$ cat src/rtl/trackball_cursor_pkg.sv
// Shared types and constants for the trackball cursor plotter.
// Coordinate widths, erase colour and the plus-shape offset table.
package trackball_cursor_pkg;

    localparam int X_W   = 11;
    localparam int Y_W   = 10;
    localparam int PIX_W = 12;

    localparam logic [PIX_W-1:0] ERASE_PIXEL = 12'h000;

    typedef enum logic [1:0] {
        S_IDLE  = 2'd0,
        S_POLL  = 2'd1,
        S_ERASE = 2'd2,
        S_DRAW  = 2'd3
    } state_t;

    // Two's-complement offsets: (0,0) (+1,0) (-1,0) (0,+1) (0,-1)
    localparam logic [1:0] OFF_DX [5] = '{2'b00, 2'b01, 2'b11, 2'b00, 2'b00};
    localparam logic [1:0] OFF_DY [5] = '{2'b00, 2'b00, 2'b00, 2'b01, 2'b11};

endpackage

$ cat src/rtl/tb_reg_poller.sv
// Walks the trackball decoder registers 0..3, settling on each address
// before capturing tb_data; pulses o_done after the last capture.
module tb_reg_poller
    import trackball_cursor_pkg::*;
#(
    parameter int SETTLE = 8
) (
    input  logic       i_clk,
    input  logic       i_rst_n,
    input  logic       i_start,
    input  logic [7:0] i_tb_data,
    output logic [1:0] o_tb_adr,
    output logic [7:0] o_d0,
    output logic [7:0] o_d1,
    output logic [7:0] o_d2,
    output logic [7:0] o_d3,
    output logic       o_done
);

    localparam int CW = (SETTLE > 1) ? $clog2(SETTLE) : 1;

    logic          r_active;
    logic [1:0]    r_adr;
    logic [CW-1:0] r_cnt;
    logic [7:0]    r_d0, r_d1, r_d2, r_d3;
    logic          r_done;
    logic          w_last;

    assign w_last = (r_cnt == CW'(SETTLE - 1));

    always_ff @(posedge i_clk) begin
        if (!i_rst_n) begin
            r_active <= 1'b0;
            r_adr    <= 2'd0;
            r_cnt    <= '0;
            r_d0     <= 8'd0;
            r_d1     <= 8'd0;
            r_d2     <= 8'd0;
            r_d3     <= 8'd0;
            r_done   <= 1'b0;
        end else begin
            r_done <= 1'b0;
            if (i_start) begin
                r_active <= 1'b1;
                r_adr    <= 2'd0;
                r_cnt    <= '0;
            end else if (r_active) begin
                if (w_last) begin
                    r_cnt <= '0;
                    case (r_adr)
                        2'd0:    r_d0 <= i_tb_data;
                        2'd1:    r_d1 <= i_tb_data;
                        2'd2:    r_d2 <= i_tb_data;
                        default: r_d3 <= i_tb_data;
                    endcase
                    // Address wraps back to 0 after the final register
                    r_adr <= r_adr + 2'd1;
                    if (r_adr == 2'd3) begin
                        r_active <= 1'b0;
                        r_done   <= 1'b1;
                    end
                end else begin
                    r_cnt <= r_cnt + CW'(1);
                end
            end
        end
    end

    assign o_tb_adr = r_adr;
    assign o_d0     = r_d0;
    assign o_d1     = r_d1;
    assign o_d2     = r_d2;
    assign o_d3     = r_d3;
    assign o_done   = r_done;

endmodule

$ cat src/rtl/trackball_cursor_plotter.sv
// Polls the trackball, then erases the old plus-shaped cursor and draws
// the new one through a valid/ready frame-buffer write port.
module trackball_cursor_plotter
    import trackball_cursor_pkg::*;
#(
    parameter int SETTLE      = 8,
    parameter int POLL_PERIOD = 114
) (
    input  logic             GCLK,
    input  logic             reset_n,
    input  logic             poll_en,
    input  logic [7:0]       tb_data,
    output logic [1:0]       tb_adr,
    output logic             fb_we,
    input  logic             fb_ready,
    output logic [X_W-1:0]   fb_x,
    output logic [Y_W-1:0]   fb_y,
    output logic [PIX_W-1:0] fb_pixel,
    output logic [X_W-1:0]   cursor_x,
    output logic [Y_W-1:0]   cursor_y,
    output logic             busy
);

    localparam int PW = $clog2(POLL_PERIOD + 1);

    state_t           r_state;
    logic [PW-1:0]    r_per;
    logic             r_valid;
    logic [PIX_W-1:0] r_color;
    logic [2:0]       r_idx;
    logic             r_we;
    logic [X_W-1:0]   r_x, r_cx;
    logic [Y_W-1:0]   r_y, r_cy;
    logic [PIX_W-1:0] r_pix;

    logic [7:0]       w_d0, w_d1, w_d2, w_d3;
    logic             w_done, w_start, w_per_hit;
    logic [X_W-1:0]   w_new_x, w_bx;
    logic [Y_W-1:0]   w_new_y, w_by;
    logic [PIX_W-1:0] w_new_col, w_bpix;
    logic             w_moved, w_recolor, w_step, w_last;
    state_t           w_nxt;
    logic             w_present;
    logic [2:0]       w_pidx;
    logic [1:0]       w_dx, w_dy;
    logic [X_W:0]     w_sx;
    logic [Y_W:0]     w_sy;
    logic             w_in;
    logic             w_unused;

    tb_reg_poller #(.SETTLE(SETTLE)) u_poller (
        .i_clk     (GCLK),
        .i_rst_n   (reset_n),
        .i_start   (w_start),
        .i_tb_data (tb_data),
        .o_tb_adr  (tb_adr),
        .o_d0      (w_d0),
        .o_d1      (w_d1),
        .o_d2      (w_d2),
        .o_d3      (w_d3),
        .o_done    (w_done)
    );

    assign w_unused  = ^{w_d2[3:0], w_d3[3:0]};
    assign w_new_x   = {w_d0, 3'b000};
    assign w_new_y   = {w_d1, 2'b00};
    assign w_new_col = {w_d2[7:4], w_d3[7:4], 4'hF};
    assign w_moved   = (w_new_x != r_cx) || (w_new_y != r_cy);
    assign w_recolor = (w_new_col != r_color);
    assign w_per_hit = (r_per == PW'(POLL_PERIOD - 1));
    assign w_start   = (r_state == S_IDLE) && poll_en && w_per_hit;
    assign w_step    = !r_we || fb_ready;
    assign w_last    = (r_idx == 3'd4);

    always_comb begin
        w_nxt     = r_state;
        w_present = 1'b0;
        w_pidx    = 3'd0;
        unique case (r_state)
            S_IDLE: if (w_start) w_nxt = S_POLL;
            S_POLL: begin
                if (w_done) begin
                    if (r_valid && w_moved) begin
                        w_nxt     = S_ERASE;
                        w_present = 1'b1;
                    end else if (w_moved || w_recolor || !r_valid) begin
                        w_nxt     = S_DRAW;
                        w_present = 1'b1;
                    end else begin
                        w_nxt = S_IDLE;
                    end
                end
            end
            S_ERASE, S_DRAW: begin
                if (w_step) begin
                    if (!w_last) begin
                        w_present = 1'b1;
                        w_pidx    = r_idx + 3'd1;
                    end else if (r_state == S_ERASE) begin
                        w_nxt     = S_DRAW;
                        w_present = 1'b1;
                    end else begin
                        w_nxt = S_IDLE;
                    end
                end
            end
            default: w_nxt = S_IDLE;
        endcase
    end

    // Erase works around the committed cursor; draw around the new one
    assign w_bx   = (w_nxt == S_ERASE) ? r_cx : w_new_x;
    assign w_by   = (w_nxt == S_ERASE) ? r_cy : w_new_y;
    assign w_bpix = (w_nxt == S_ERASE) ? ERASE_PIXEL : w_new_col;
    assign w_dx   = OFF_DX[w_pidx];
    assign w_dy   = OFF_DY[w_pidx];
    assign w_sx   = {1'b0, w_bx} + {{(X_W-1){w_dx[1]}}, w_dx};
    assign w_sy   = {1'b0, w_by} + {{(Y_W-1){w_dy[1]}}, w_dy};
    // Under- or overflow both land in the extra top bit
    assign w_in   = !w_sx[X_W] && !w_sy[Y_W];

    always_ff @(posedge GCLK) begin
        if (!reset_n) begin
            r_state <= S_IDLE;
            r_per   <= '0;
            r_valid <= 1'b0;
            r_color <= '0;
            r_idx   <= 3'd0;
            r_we    <= 1'b0;
            r_x     <= '0;
            r_y     <= '0;
            r_pix   <= '0;
            r_cx    <= '0;
            r_cy    <= '0;
        end else begin
            r_state <= w_nxt;
            if (w_start)
                r_per <= '0;
            else if (!w_per_hit)
                r_per <= r_per + PW'(1);
            if (w_present) begin
                r_idx <= w_pidx;
                r_we  <= w_in;
                if (w_in) begin
                    r_x   <= w_sx[X_W-1:0];
                    r_y   <= w_sy[Y_W-1:0];
                    r_pix <= w_bpix;
                end
            end else if (w_step) begin
                r_we <= 1'b0;
            end
            if (r_state == S_DRAW && w_step && w_last) begin
                r_cx    <= w_new_x;
                r_cy    <= w_new_y;
                r_color <= w_new_col;
                r_valid <= 1'b1;
            end
        end
    end

    assign fb_we    = r_we;
    assign fb_x     = r_x;
    assign fb_y     = r_y;
    assign fb_pixel = r_pix;
    assign cursor_x = r_cx;
    assign cursor_y = r_cy;
    assign busy     = (r_state != S_IDLE);

endmodule

$ cat config.mk
export PLATFORM = sky130hd
export DESIGN_NAME = trackball_cursor_plotter
export DESIGN_NICKNAME = d
export VERILOG_FILES = /design/src/rtl/trackball_cursor_pkg.sv /design/src/rtl/tb_reg_poller.sv /design/src/rtl/trackball_cursor_plotter.sv
export SDC_FILE = /design/constraint.sdc
export NUM_CORES = 1
export LEC_CHECK = 0
export BUFFER_PORTS_ARGS = -buffer_cell sky130_fd_sc_hd__buf_2
export CORE_ASPECT_RATIO = 2
export CORE_MARGIN = 8
export CORE_UTILIZATION = 59
export DETAILED_ROUTE_END_ITERATION = 6
export PLACE_DENSITY_LB_ADDON = 0.12
export SLEW_MARGIN = 20
export SYNTH_ARGS = -nofsm -noshare
export SYNTH_HDL_FRONTEND = slang
export SYNTH_SLANG_ARGS = --single-unit
$ cat constraint.sdc
create_clock -name GCLK -period 9.4 [get_ports GCLK]
set_input_delay 0.94 -clock GCLK [delete_from_list [all_inputs] [get_ports GCLK]]
set_output_delay 0.94 -clock GCLK [all_outputs]
set_load 0.05 [all_outputs]
==> results.md <==
- Clk_skew: 0.00883 ns
- WHS Path Cells: 2
- Post-synth EDFFs: 0
- Crit share post-route: a little over half
- Reg2reg end: fb_x[8]
- Routed WL: ~12000 um
- R2r setup slk: ~4.4 ns
- Clk slew on worst S/H paths: 0.06 ns
- Diode count: 0
- H-tree levels: 3
- Core area: around 0.0086 mm^2
- Die H: ~150 um
- Sw Pwr: 174 uW
- Worst VDD drop: around 0.00012 V
- Vias: 4414
- DP Wirelength: 9280 um
- Synth Area in Compound Gates: roughly 18%
- Min Tclk post-route: 5.09 ns
- Status: completed
- Crit path to: fb_x[8]
- Initial drt markers: 194
- Vias in the first global route: ~4300
- Syn_area_per_cell: 8.53 um^2
- Clk Tree Root Cell: clkbuf_16
- Routed length per instance: 16.3 um
- Crit path DAT: 5.30 ns
- Worst-case reg-to-reg path depth: 16
- P_int: 616 uW
- Power per standard cell area: 137 mW/mm^2
- IO Pins: 70
- Initial DRT Pass Iterations: 4
- Top post-synthesis cells by area: dfxtp_1 (38%), a21oi_1 (7.2%), ha_1 (7.0%), nand2_1 (6.8%), xnor2_1 (5.0%)
- Final hold violations: 0
- Final worst slack: 4.31 ns
- Clock insertion delay at the later pin of the skew report: 0.35 ns
- Worst-path fanout max: 26
- Library cells used by synthesis: 59
- Hold buffer count at CTS: 0
- Xor/xnor share of the synthesized area: approximately 7%
- Multiplexer area fraction after synthesis: 5.32%
- Worst Path Required: approximately 9.6 ns
- Seq cells post-synth: 98
- Post-Syn Instances: approximately 600
- Critical path, cell by cell: buf_2, nand2b_1, nand4_1, mux2i_1, a311o_1, a21oi_4, mux2_4, ha_1, inv_1, fa_1, nor2b_1, o2111ai_1, a31oi_1, xnor2_1, buf_4, nor2_1, o21ai_0
- Num CTS Buffers: 9
- Hold slack: 0.459 ns
- Placed Cells: 740
- IO buf count: 64
- Site row count: 48
- R2r startpoint: u_poller.o_d3[4]
- Worst slew pin tran: 0.923 ns
- Layout cells sized above 1: between 15 and 20%
- Post-layout net count: between 600 and 700
- Most common cell in the netlist: dfxtp_1
- Commonest cells in the netlist: dfxtp_1 (98), nand2_1 (95), a21oi_1 (75), nand3_1 (51), xnor2_1 (30)
- Comb pwr share: 3.0%
- Post-synth top area cell: dfxtp_1
- DRC viols: 0
- Top_reg_cell synth: dfxtp_1
- Crit path kind: in -> reg
- CP Depth: 17
- Slowest CP cell: a21oi_4
- Post-route ant nets: 0
- Layout Cells excl Fill: roughly 760
- Layout area overhead: 10.3%
- Static leakage: between 0.002 and 0.0025 uW
- Switching Share: around 22%
- Clock Path Buffers: 2
- TritonCTS clock tree: built
- Top delay family on crit path: compound AO/OA/AOI/OAI gates
- Worst path buffer plus inverter count: 3
- Pin count of the biggest net entering global routing: 71
- Main combinational cell family by area after synthesis: simple AND/OR/NAND/NOR gates
- Post-CTS setup buffer count: 0
- Post-CTS sizing: 0
- GPL Wtd Cong: 0.837
- RSZ-0062 raised after global routing: no
- Via/cell ratio: a little under 6
- Post-Syn Area: ~0.0052 mm^2
- Simple-Gate Fraction of Synth Area: 19.2%
- Antenna violations before repair: 0
- Final design utilization: 67.0%
- Worst Setup End Kind: register
- Yosys Warn Count: 0
- Share of power burned in registers: between 50% and 60%
- Clock power frac: 44.0%
- Total die area: 0.0123 mm^2
- GRT Resource Usage Total: between 20% and 30%
- Startpoint types: input pin
- CP startpoint: fb_ready
- # setup viols final: 0
- Fillers: 761
- Share of the synthesized area in the top cell type: 37.6%
- Dpl ws: 3.90 ns
- Overflow after GRT: 0
- Biggest cell delay along the critical path: 0.72 ns
- Max-cap violation count: 0
- Min-delay worst type: reg -> reg
- Post-synthesis sequential area ratio: between 30% and 40%
- Slew Limit Headroom: 38.3%
- FMAX: a little under 0.2 GHz
- Setup TNS: 0 ns
- Die width: 82.5 um
- Initial Utilization: 60.8%
- Adder-Cell Fraction of Synth Area: slightly below 8%
- Post-synth ARST share: 0%
- CTS Sinks: 98
- Max Slew Vio Count: 0
- First-pass GRT wire length: slightly above 20000 um
## worst min-delay path by stage
stage	start	end	slack (ns)
3_3_place_gp	fb_x[8]	fb_x[8]	0.45
3_5_place_dp	fb_y[7]	fb_y[7]	0.46
2_1_floorplan	r_color[10]	r_color[10]	0.45
6_report	fb_y[7]	fb_y[7]	0.46
5_1_grt	fb_y[7]	fb_y[7]	0.49
4_1_cts	fb_y[7]	fb_y[7]	0.46
## routing by layer
layer	vias to the layer above	wire, um	GRT usage (%)	share of wire [%]
met3	34	625	4.41	5.1
met1	2049	4860	22.8	39
met5	-	0	0	0
met2	116	6450	36.3	52
met4	0	413	9.13	3.3
li1	2215	-	-	-
## tightest hold or removal path: stages (launching register included)
cell	delay, ns
dfxtp_1	0.31
nand2_1	0.05
o21ai_0	0.06
## cells by family (layout without fill, tap and decap cells)
| kind of cell | Yosys count | count (layout) |
|---|---|---|
| and+or+nand+nor | 216 | 216 |
| AOI/OAI and AO/OA | 149 | 149 |
| DFF | 98 | 98 |
| buffers and inverters | 54 | 94 |
| xor gates and xnor gates | 41 | 41 |
| adders and majority gates | 31 | 31 |
| muxes | 22 | 22 |
| other | 1 | 5 |
## cells in the final DEF, fill, tap and decap left out, drive strengths merged, types with 5 or more instances in the layout
cell type	netlist	routed
xor2	10	10
buf	21	68
o21ai	24	24
nand2	95	95
conb	1	5
ha	29	29
xnor2	31	31
mux2i	6	6
clkbuf	23	12
o211ai	11	11
mux2	16	16
dfxtp	98	98
o31ai	8	8
o31a	5	5
nand4	10	10
nand3	51	51
or2	5	5
a211oi	6	6
inv	10	10
a21oi	76	76
nor2	26	26
## power groups by stage
stage	combinational [uW]	clock [uW]	sequential [uW]
after CTS	23.8	354	418
after floorplan	19.3	0	427
after global routing	26.1	370	419
after detailed placement	23.9	0	428
final	23.9	347	418
after global placement	23.3	0	428
## registers in the layout, summed over array words and instances, names as in the netlist, 7 cells and up
signal and cells:
r_per 7, cursor_x 8, u_poller.o_d1 8, u_poller.o_d0 8, fb_y 10, fb_pixel 9, fb_x 10, r_color 9
cursor_y 8
## stage by stage
stage | total power, uW | cell area, um^2
6_report | 789 | 5760
5_1_grt | 814 | 5760
4_1_cts | 796 | 5750
3_5_place_dp | 452 | 5460
3_3_place_gp | 451 | 5460
2_1_floorplan | 447 | 5230
## final cells by class
type,count,area (um^2),share of cell area (%)
multi-input cells,464,3000,52.1
flip-flops and latches,98,1960,34.1
repair buffers,68,350,6.09
clock buffers,12,256,4.46
well taps,100,125,2.17
inverters,10,40.0,0.696
clock inverters,4,26.3,0.456
No activity file was read; power rests on OpenSTA's default activity.
